`config.mk`:
```
export PLATFORM = sky130hd
export DESIGN_NAME = mult_rr_scheduler
export DESIGN_NICKNAME = d
export VERILOG_FILES = /design/src/rtl/mult_rr_scheduler.sv
export SDC_FILE = /design/constraint.sdc
export NUM_CORES = 1
export LEC_CHECK = 0
export CAP_MARGIN = 20
export CELL_PAD_IN_SITES_DETAIL_PLACEMENT = 1
export CELL_PAD_IN_SITES_GLOBAL_PLACEMENT = 1
export CORE_AREA = 4 4 178 180
export CTS_CLUSTER_DIAMETER = 60
export DETAILED_ROUTE_END_ITERATION = 10
export DIE_AREA = 0 0 182 184
export GPL_ROUTABILITY_DRIVEN = 0
export GPL_TIMING_DRIVEN = 0
export PLACE_DENSITY = 0.8
export RECOVER_POWER = 50
export SKIP_LAST_GASP = 1
export SYNTH_ARGS = -nofsm -noshare
export SYNTH_HDL_FRONTEND = slang
export SYNTH_SLANG_ARGS = --single-unit
```
`constraint.sdc`:
```
create_clock -name clk_i -period 4 [get_ports clk_i]
set_clock_uncertainty 0.05 [all_clocks]
set_input_delay 0.6 -clock clk_i [delete_from_list [all_inputs] [get_ports clk_i]]
set_output_delay 0.6 -clock clk_i [all_outputs]
set_load 0.02 [all_outputs]
```
`src/rtl/mult_rr_scheduler.sv`:
```
// Round-robin front end sharing one iterative 32x32 multiplier between NREQ requesters.
// Optional watchdog on the multiplier wait: define MULT_TIMEOUT_EN.
module mult_rr_scheduler #(
  parameter int NREQ    = 4,
  parameter int IDW     = 2,
  parameter int TIMEOUT = 64
) (
  input  logic                 clk_i,
  input  logic                 rst_i,
  input  logic [NREQ-1:0]      req_valid_i,
  input  logic [32*NREQ-1:0]   req_a_i,
  input  logic [32*NREQ-1:0]   req_b_i,
  output logic [NREQ-1:0]      req_ready_o,
  output logic                 resp_valid_o,
  output logic [IDW-1:0]       resp_id_o,
  output logic [63:0]          resp_r_o,
  output logic                 resp_err_o,
  output logic                 busy_o,
  output logic                 mult_valid_in_o,
  output logic [31:0]          mult_a_o,
  output logic [31:0]          mult_b_o,
  input  logic                 mult_valid_out_i,
  input  logic [63:0]          mult_r_i
);

  if (NREQ < 2 || NREQ > 8 || IDW != $clog2(NREQ) || TIMEOUT < 1) begin : g_param_check
    $error("mult_rr_scheduler: inconsistent NREQ/IDW/TIMEOUT");
  end

  typedef enum logic [1:0] {IDLE, ISSUE, WAIT, RESP} state_t;

  state_t         state_q;
  logic [IDW-1:0] rr_q;
  logic [IDW-1:0] tag_q;
  logic [31:0]    mult_a_q;
  logic [31:0]    mult_b_q;
  logic           mult_valid_in_q;
  logic           resp_valid_q;
  logic [IDW-1:0] resp_id_q;
  logic [63:0]    resp_r_q;

  logic [IDW-1:0] scan;
  logic [IDW-1:0] winner;
  logic           found;
  logic [31:0]    sel_a;
  logic [31:0]    sel_b;

`ifdef MULT_TIMEOUT_EN
  localparam int CW = $clog2(TIMEOUT + 1);
  logic [CW-1:0] wait_cnt_q;
  logic          resp_err_q;
  assign resp_err_o = resp_err_q;
`else
  assign resp_err_o = 1'b0;
`endif

  // Scan starts one past the last winner and wraps, so the last winner has lowest priority.
  always_comb begin
    found  = 1'b0;
    winner = '0;
    scan   = rr_q;
    for (int i = 0; i < NREQ; i++) begin
      scan = (scan == IDW'(NREQ - 1)) ? '0 : scan + IDW'(1);
      if (!found && req_valid_i[scan]) begin
        found  = 1'b1;
        winner = scan;
      end
    end
  end

  always_comb begin
    sel_a = '0;
    sel_b = '0;
    for (int k = 0; k < NREQ; k++) begin
      if (winner == IDW'(k)) begin
        sel_a = req_a_i[32*k +: 32];
        sel_b = req_b_i[32*k +: 32];
      end
    end
  end

  assign req_ready_o     = (state_q == IDLE && found && !rst_i) ? (NREQ'(1) << winner) : '0;
  assign busy_o          = (state_q != IDLE);
  assign mult_valid_in_o = mult_valid_in_q;
  assign mult_a_o        = mult_a_q;
  assign mult_b_o        = mult_b_q;
  assign resp_valid_o    = resp_valid_q;
  assign resp_id_o       = resp_id_q;
  assign resp_r_o        = resp_r_q;

  always_ff @(posedge clk_i) begin
    if (rst_i) begin
      state_q         <= IDLE;
      rr_q            <= IDW'(NREQ - 1);
      tag_q           <= '0;
      mult_a_q        <= '0;
      mult_b_q        <= '0;
      mult_valid_in_q <= 1'b0;
      resp_valid_q    <= 1'b0;
      resp_id_q       <= '0;
      resp_r_q        <= '0;
`ifdef MULT_TIMEOUT_EN
      wait_cnt_q      <= '0;
      resp_err_q      <= 1'b0;
`endif
    end else begin
      mult_valid_in_q <= 1'b0;
      resp_valid_q    <= 1'b0;
      case (state_q)
        IDLE: begin
          if (found) begin
            mult_a_q        <= sel_a;
            mult_b_q        <= sel_b;
            tag_q           <= winner;
            rr_q            <= winner;
            mult_valid_in_q <= 1'b1;
            state_q         <= ISSUE;
          end
        end
        ISSUE: begin
          state_q <= WAIT;
`ifdef MULT_TIMEOUT_EN
          wait_cnt_q <= '0;
`endif
        end
        WAIT: begin
          if (mult_valid_out_i) begin
            resp_r_q     <= mult_r_i;
            resp_id_q    <= tag_q;
            resp_valid_q <= 1'b1;
            state_q      <= RESP;
`ifdef MULT_TIMEOUT_EN
            resp_err_q   <= 1'b0;
          end else if (wait_cnt_q == CW'(TIMEOUT - 1)) begin
            // Multiplier never answered: return an error response so the requester is not stranded.
            resp_r_q     <= '0;
            resp_id_q    <= tag_q;
            resp_valid_q <= 1'b1;
            resp_err_q   <= 1'b1;
            state_q      <= RESP;
          end else begin
            wait_cnt_q <= wait_cnt_q + CW'(1);
`endif
          end
        end
        RESP:    state_q <= IDLE;
        default: state_q <= IDLE;
      endcase
    end
  end

endmodule

```
; ---- Word-level counts from Yosys, hierarchy flattened
; Cells that the tools add are included.
[word_totals]
register_bits = 138
output_inout_bits = 138
wordCells = 83
[op_classes]
n_addsub = 4
magnitude_cmp = 4
eq_ne = 12
shifts = 1
n_mux = 34
bitwise = 2
n_reduce_logical = 17
[op_table]
columns = op, count
row1 = two-way mux 32 bit, 8
row2 = two-way mux 2 bit, 10
row3 = "== test 2 bit, second input constant", 8
row4 = "< comparator 2 x 3 -> 1 bit, second input constant", 4
row5 = two-way mux 1 bit, 10
row6 = "adder 2 x 1 -> 2 bit, second input constant", 4
row7 = binary-select mux 1 bit (select 2 bit), 4
row8 = case mux 2 bit (4 select lines), 1
row9 = AND reduction 2 bit, 3
row10 = logical AND 1 bit, 5
row11 = "== test 2 x 1 -> 1 bit, second input constant", 2
row12 = zero test 1 bit, 4
row13 = zero test 2 bit, 2
row14 = two-way mux 4 bit, 1
row15 = "!= test 2 bit, second input constant", 2
row16 = OR reduction 2 bit, 2
row17 = "<< shifter 1 x 2 -> 4 bit, first input constant", 1
row18 = NOT 1 bit, 2
row19 = nonzero test 2 bit, 1

; ---- Longest topological paths before layout
[depth]
depth_word = 19
mapped_depth = 9

; ---- Worst setup path before layout
; No wires, ideal clock.
[synth_path]
path_type = register to output
from = reg rr_q[0]
to = out req_ready_o[0]
arrival_time_ps = 1685
required_ps = 3350
path_slack_ps = 1665
path_stages_with_launch = 8
n_path_buf = 1
cell_sequence = dfxtp_1 > ha_1 > a21oi_1 > nor4_1 > nor3_2 > nand2b_4 > clkbuf_1 > nor2_1
[synth_via]
elab_chain_cells = 17
word_cells_on_any_way = 38
[synth_lines]
columns = element, line
row1 = start: declaration, 33  ; logic [IDW-1:0] rr_q;
row2 = start signal: assignment, 94  ; rr_q <= IDW'(NREQ - 1);
row3 = start signal: assignment, 115  ; rr_q <= winner;
row4 = adder 2 x 1 -> 2 bit / == test 2 bit (equally long branches), 63  ; scan = (scan == IDW'(NREQ - 1)) ? '0 : scan + IDW'(1);
row5 = two-way mux 2 bit (*), 63
row6 = "parallel branches: the longest is 14 deep, another holds adder 2 x 1 -> 2 bit", -
row7 = two-way mux 4 bit (*), 82  ; assign req_ready_o = (state_q == IDLE && found && !rst_i) ? (NREQ'(1) << winner) : '0;
row8 = end: declaration, 13  ; output logic [NREQ-1:0] req_ready_o,
; Mark *: on every way between the ends. The select of a mux whose other input is x is not followed.

; ---- Worst setup path in the final report
[layout_path]
from = in req_valid_i[0]
to = out req_ready_o[0]
[layout_via]
elab_chain_cells = 15
word_cells_on_any_way = 26
[layout_lines]
columns = element, line
row1 = start: declaration, 10  ; input logic [NREQ-1:0] req_valid_i,
row2 = binary-select mux 1 bit (select 2 bit), 64  ; if (!found && req_valid_i[scan]) begin
row3 = two-way mux 1 bit (implied by the code), 64
row4 = two-way mux 1 bit, 64
row5 = zero test 1 bit, 64
row6 = logical AND 1 bit, 64
row7 = two-way mux 1 bit, 64
row8 = zero test 1 bit, 64
row9 = logical AND 1 bit, 64
row10 = two-way mux 1 bit, 64
row11 = zero test 1 bit, 64
row12 = logical AND 1 bit, 64
row13 = two-way mux 1 bit, 64
row14 = logical AND 1 bit (2 in a row), 82
row15 = two-way mux 4 bit (*), 82
; Mark *: on every way between the ends. The rest lies on a longest branch, timed or not. The select of a mux whose other input is x is not followed.

==> run metrics <==
result of the run=complete, no violations; arithmetic-cell share of the synthesized area counting full adders, half adders and majority gates=0.00758; worst hold slack=between 0.4 and 0.5 ns; antenna violations before repair=3; xor/xnor share of the synthesized area=0; post-CTS setup repair buffer count=0; final routed wirelength across all metal layers=around 33000 um; count of endpoints failing setup in the final report=0; top cells by area in the synthesized netlist=dfxtp_1 42%, mux2i_1 19%, nand2_1 11%; post-detailed-route count of antenna-violating nets=0; final period demand of the worst path=3.69 ns; number of storage elements in the synthesis netlist=138; synth unique cells=34; DRC violations left=0; maximum achievable frequency=271 MHz; DR vias/cell=4.50; compound-cell area share of the yosys netlist=0.175; global-route total usage across every layer=0.185; Port Buf Inserts=463; number of global-route vias before repair=roughly 7700; Hold-fix buffers, CTS=0; CTS Root Buffer Type=clkbuf_16; final worst path period share=0.921; simple-gate share of the synthesized area=0.140; CTS sink cnt=138; critical path arrival=3.04 ns; cell accounting for the most synthesized area=dfxtp_1; Core Rows=64; startpoint type of the worst setup path=input pin; total gr overflow=0; most used cells in the layout excluding fill and tap cells=357 x clkdlybuf4s50_1, 201 x nand2_1, 138 x dfxtp_1; average wire per cell in the routed design=between 20 and 25 um; nature of the critical path endpoint=output port; IO Pins=around 470; total number of vias=a little over 7000; fillcell total=approximately 3500; CTS HTree Levels=4; Post-Syn Nets=roughly 1000; path type of the worst setup path=in2out; count of final hold-check violations=0; post-synthesis average cell area=9.40 um2; starting utilization of the core area=0.219; clock latency on the worst-skew pair=around 0.41 ns; static power due to leakage=roughly 0.0048 uW; share of the synthesized area in the top cell type=0.418; count of routing violations after the opening detailed-route iteration=130; # resized after CTS=0; CP max FO=10; maximum count of clock buffers along a single path=2; most common library cell in the layout ignoring fill and taps=clkdlybuf4s50_1; post-synthesis mux area share=0.194; Core Util, Final=0.409; fraction of layout instances using a drive strength above 1=0.0818; HPWL reported at the end of detailed placement=27300 um; total power consumption of the routed design=around 7400 uW; area growth from synthesis to layout=86.9%; total power density per cell area=about 600 nW/um2; CTS tree=done; first-pass GRT wire length=roughly 47000 um; Syn Inst Count=about 700; Worst Hold Class=reg2reg; Core ar.=approximately 30000 um2; endpoint required time on the critical path=between 3 and 4 ns; peak supply drop=between 0.2 and 0.3 mV; width of the chip=182 um; pin count of the biggest net entering global routing=17; clock slew at reported path FFs=around 0.080 ns; count of max-cap constraint violations=0; synthesized cell area=6610 um2; dominant combinational cell family by area after synthesis=multiplexers; fin. max-slew vios=0; Slew HR=0.576; transition time at the pin with the least slew margin=0.636 ns; First-pass DRT Iterations=4; post-synthesis sequential area ratio=0.418; Final nets=1516; sum of negative setup slack=0 ns; die outline area=between 30000 and 40000 um2; die height=about 180 um; count of yosys warnings during synthesis=0; unrepaired setup endpoints after global routing=false; Num CTS Buffers=17
[sequential cells by signal, summed over array words and instances (netlist names)]
name,count
tag_q,2
resp_id_o,2
resp_r_o,64
rr_q,2
mult_b_o,32
mult_valid_in_o,1
mult_a_o,32
resp_valid_o,1
state_q,2
[kinds of logic after synthesis]
logic type	count (synthesis)
muxes	128
and+or+nand+nor	227
AOI/OAI and AO/OA	143
adders and majority gates	4
buffers and inverters	62
DFF	138
other	1
[cell type report]
type / instances / area (um2) / area share
clock buffer: 18 / 439 / 0.0356
clock inverter: 14 / 165 / 0.0134
multi-input combinational: 503 / 3410 / 0.276
inverter: 4 / 15.0 / 0.00122
buffer: 58 / 415 / 0.0336
sequential: 138 / 2760 / 0.224
timing repair buffer: 463 / 4630 / 0.375
antenna: 2 / 5.00 / 0.000405
tap: 396 / 495 / 0.0401
[layer usage]
layer | vias to the layer above | track usage | share of wire | routed length (um)
met5 | - | 0 | 0.00064 | 21
met2 | 284 | 0.343 | 0.52 | 17100
met1 | 3401 | 0.197 | 0.37 | 12200
li1 | 3470 | - | - | -
met3 | 28 | 0.0742 | 0.091 | 2990
met4 | 4 | 0.0411 | 0.015 | 499
[cell usage after synthesis]
master	number
a211oi_1	1
a21oi_1	72
and2_1	1
and3_1	1
buf_1	2
buf_12	8
buf_2	6
buf_4	7
buf_6	2
clkbuf_1	28
clkbuf_4	5
conb_1	1
dfxtp_1	138
ha_1	4
inv_1	4
mux2i_1	128
nand2_1	201
nand2b_2	1
nand2b_4	1
nor2_1	10
nor2_2	2
nor2_4	1
nor2b_1	4
nor3_1	2
nor3_2	1
nor4_1	1
nor4_4	1
o211ai_1	1
o21ai_0	1
o21ai_1	2
o21ai_2	1
o21bai_1	1
o221ai_1	34
o221ai_2	30
[power by group]
group          switching (uW)  internal, uW
clock network             736           914
logic                    2080          1840
registers                 145          1680
[metrics by stage]
| stage | std cells | area, um2 | setup slack (ns) |
|---|---|---|---|
| CTS | 1594 | 12300 | 0.259 |
| global route | 1594 | 12300 | 0.133 |
| finish | 1596 | 12300 | 0.315 |
| global placement | 1562 | 11700 | 0.291 |
| floorplan | 703 | 6610 | 1.67 |
| detailed placement | 1562 | 11700 | 0.275 |
[worst max-delay path, cell delays in order]
cell and delay [ns]:
clkdlybuf4s50_1 0.50, nor4_4 0.41, nand2b_2 0.25, nor2_4 0.06, nand2b_4 0.09, clkbuf_1 0.47
nor2_1 0.08, clkdlybuf4s50_1 0.57
[path summary, 6_finish.rpt]
kind / startpoint / endpoint / slack, ns / cells past startpoint
max: req_valid_i[0] / req_ready_o[0] / 0.31 / 8
min: resp_r_o[8] / resp_r_o[8] / 0.40 / 2
max reg2reg: rr_q[0] / mult_a_o[29] / 1.67 / 7
min reg2reg: resp_r_o[8] / resp_r_o[8] / 0.40 / 2
(Power assumes the default switching activity.)
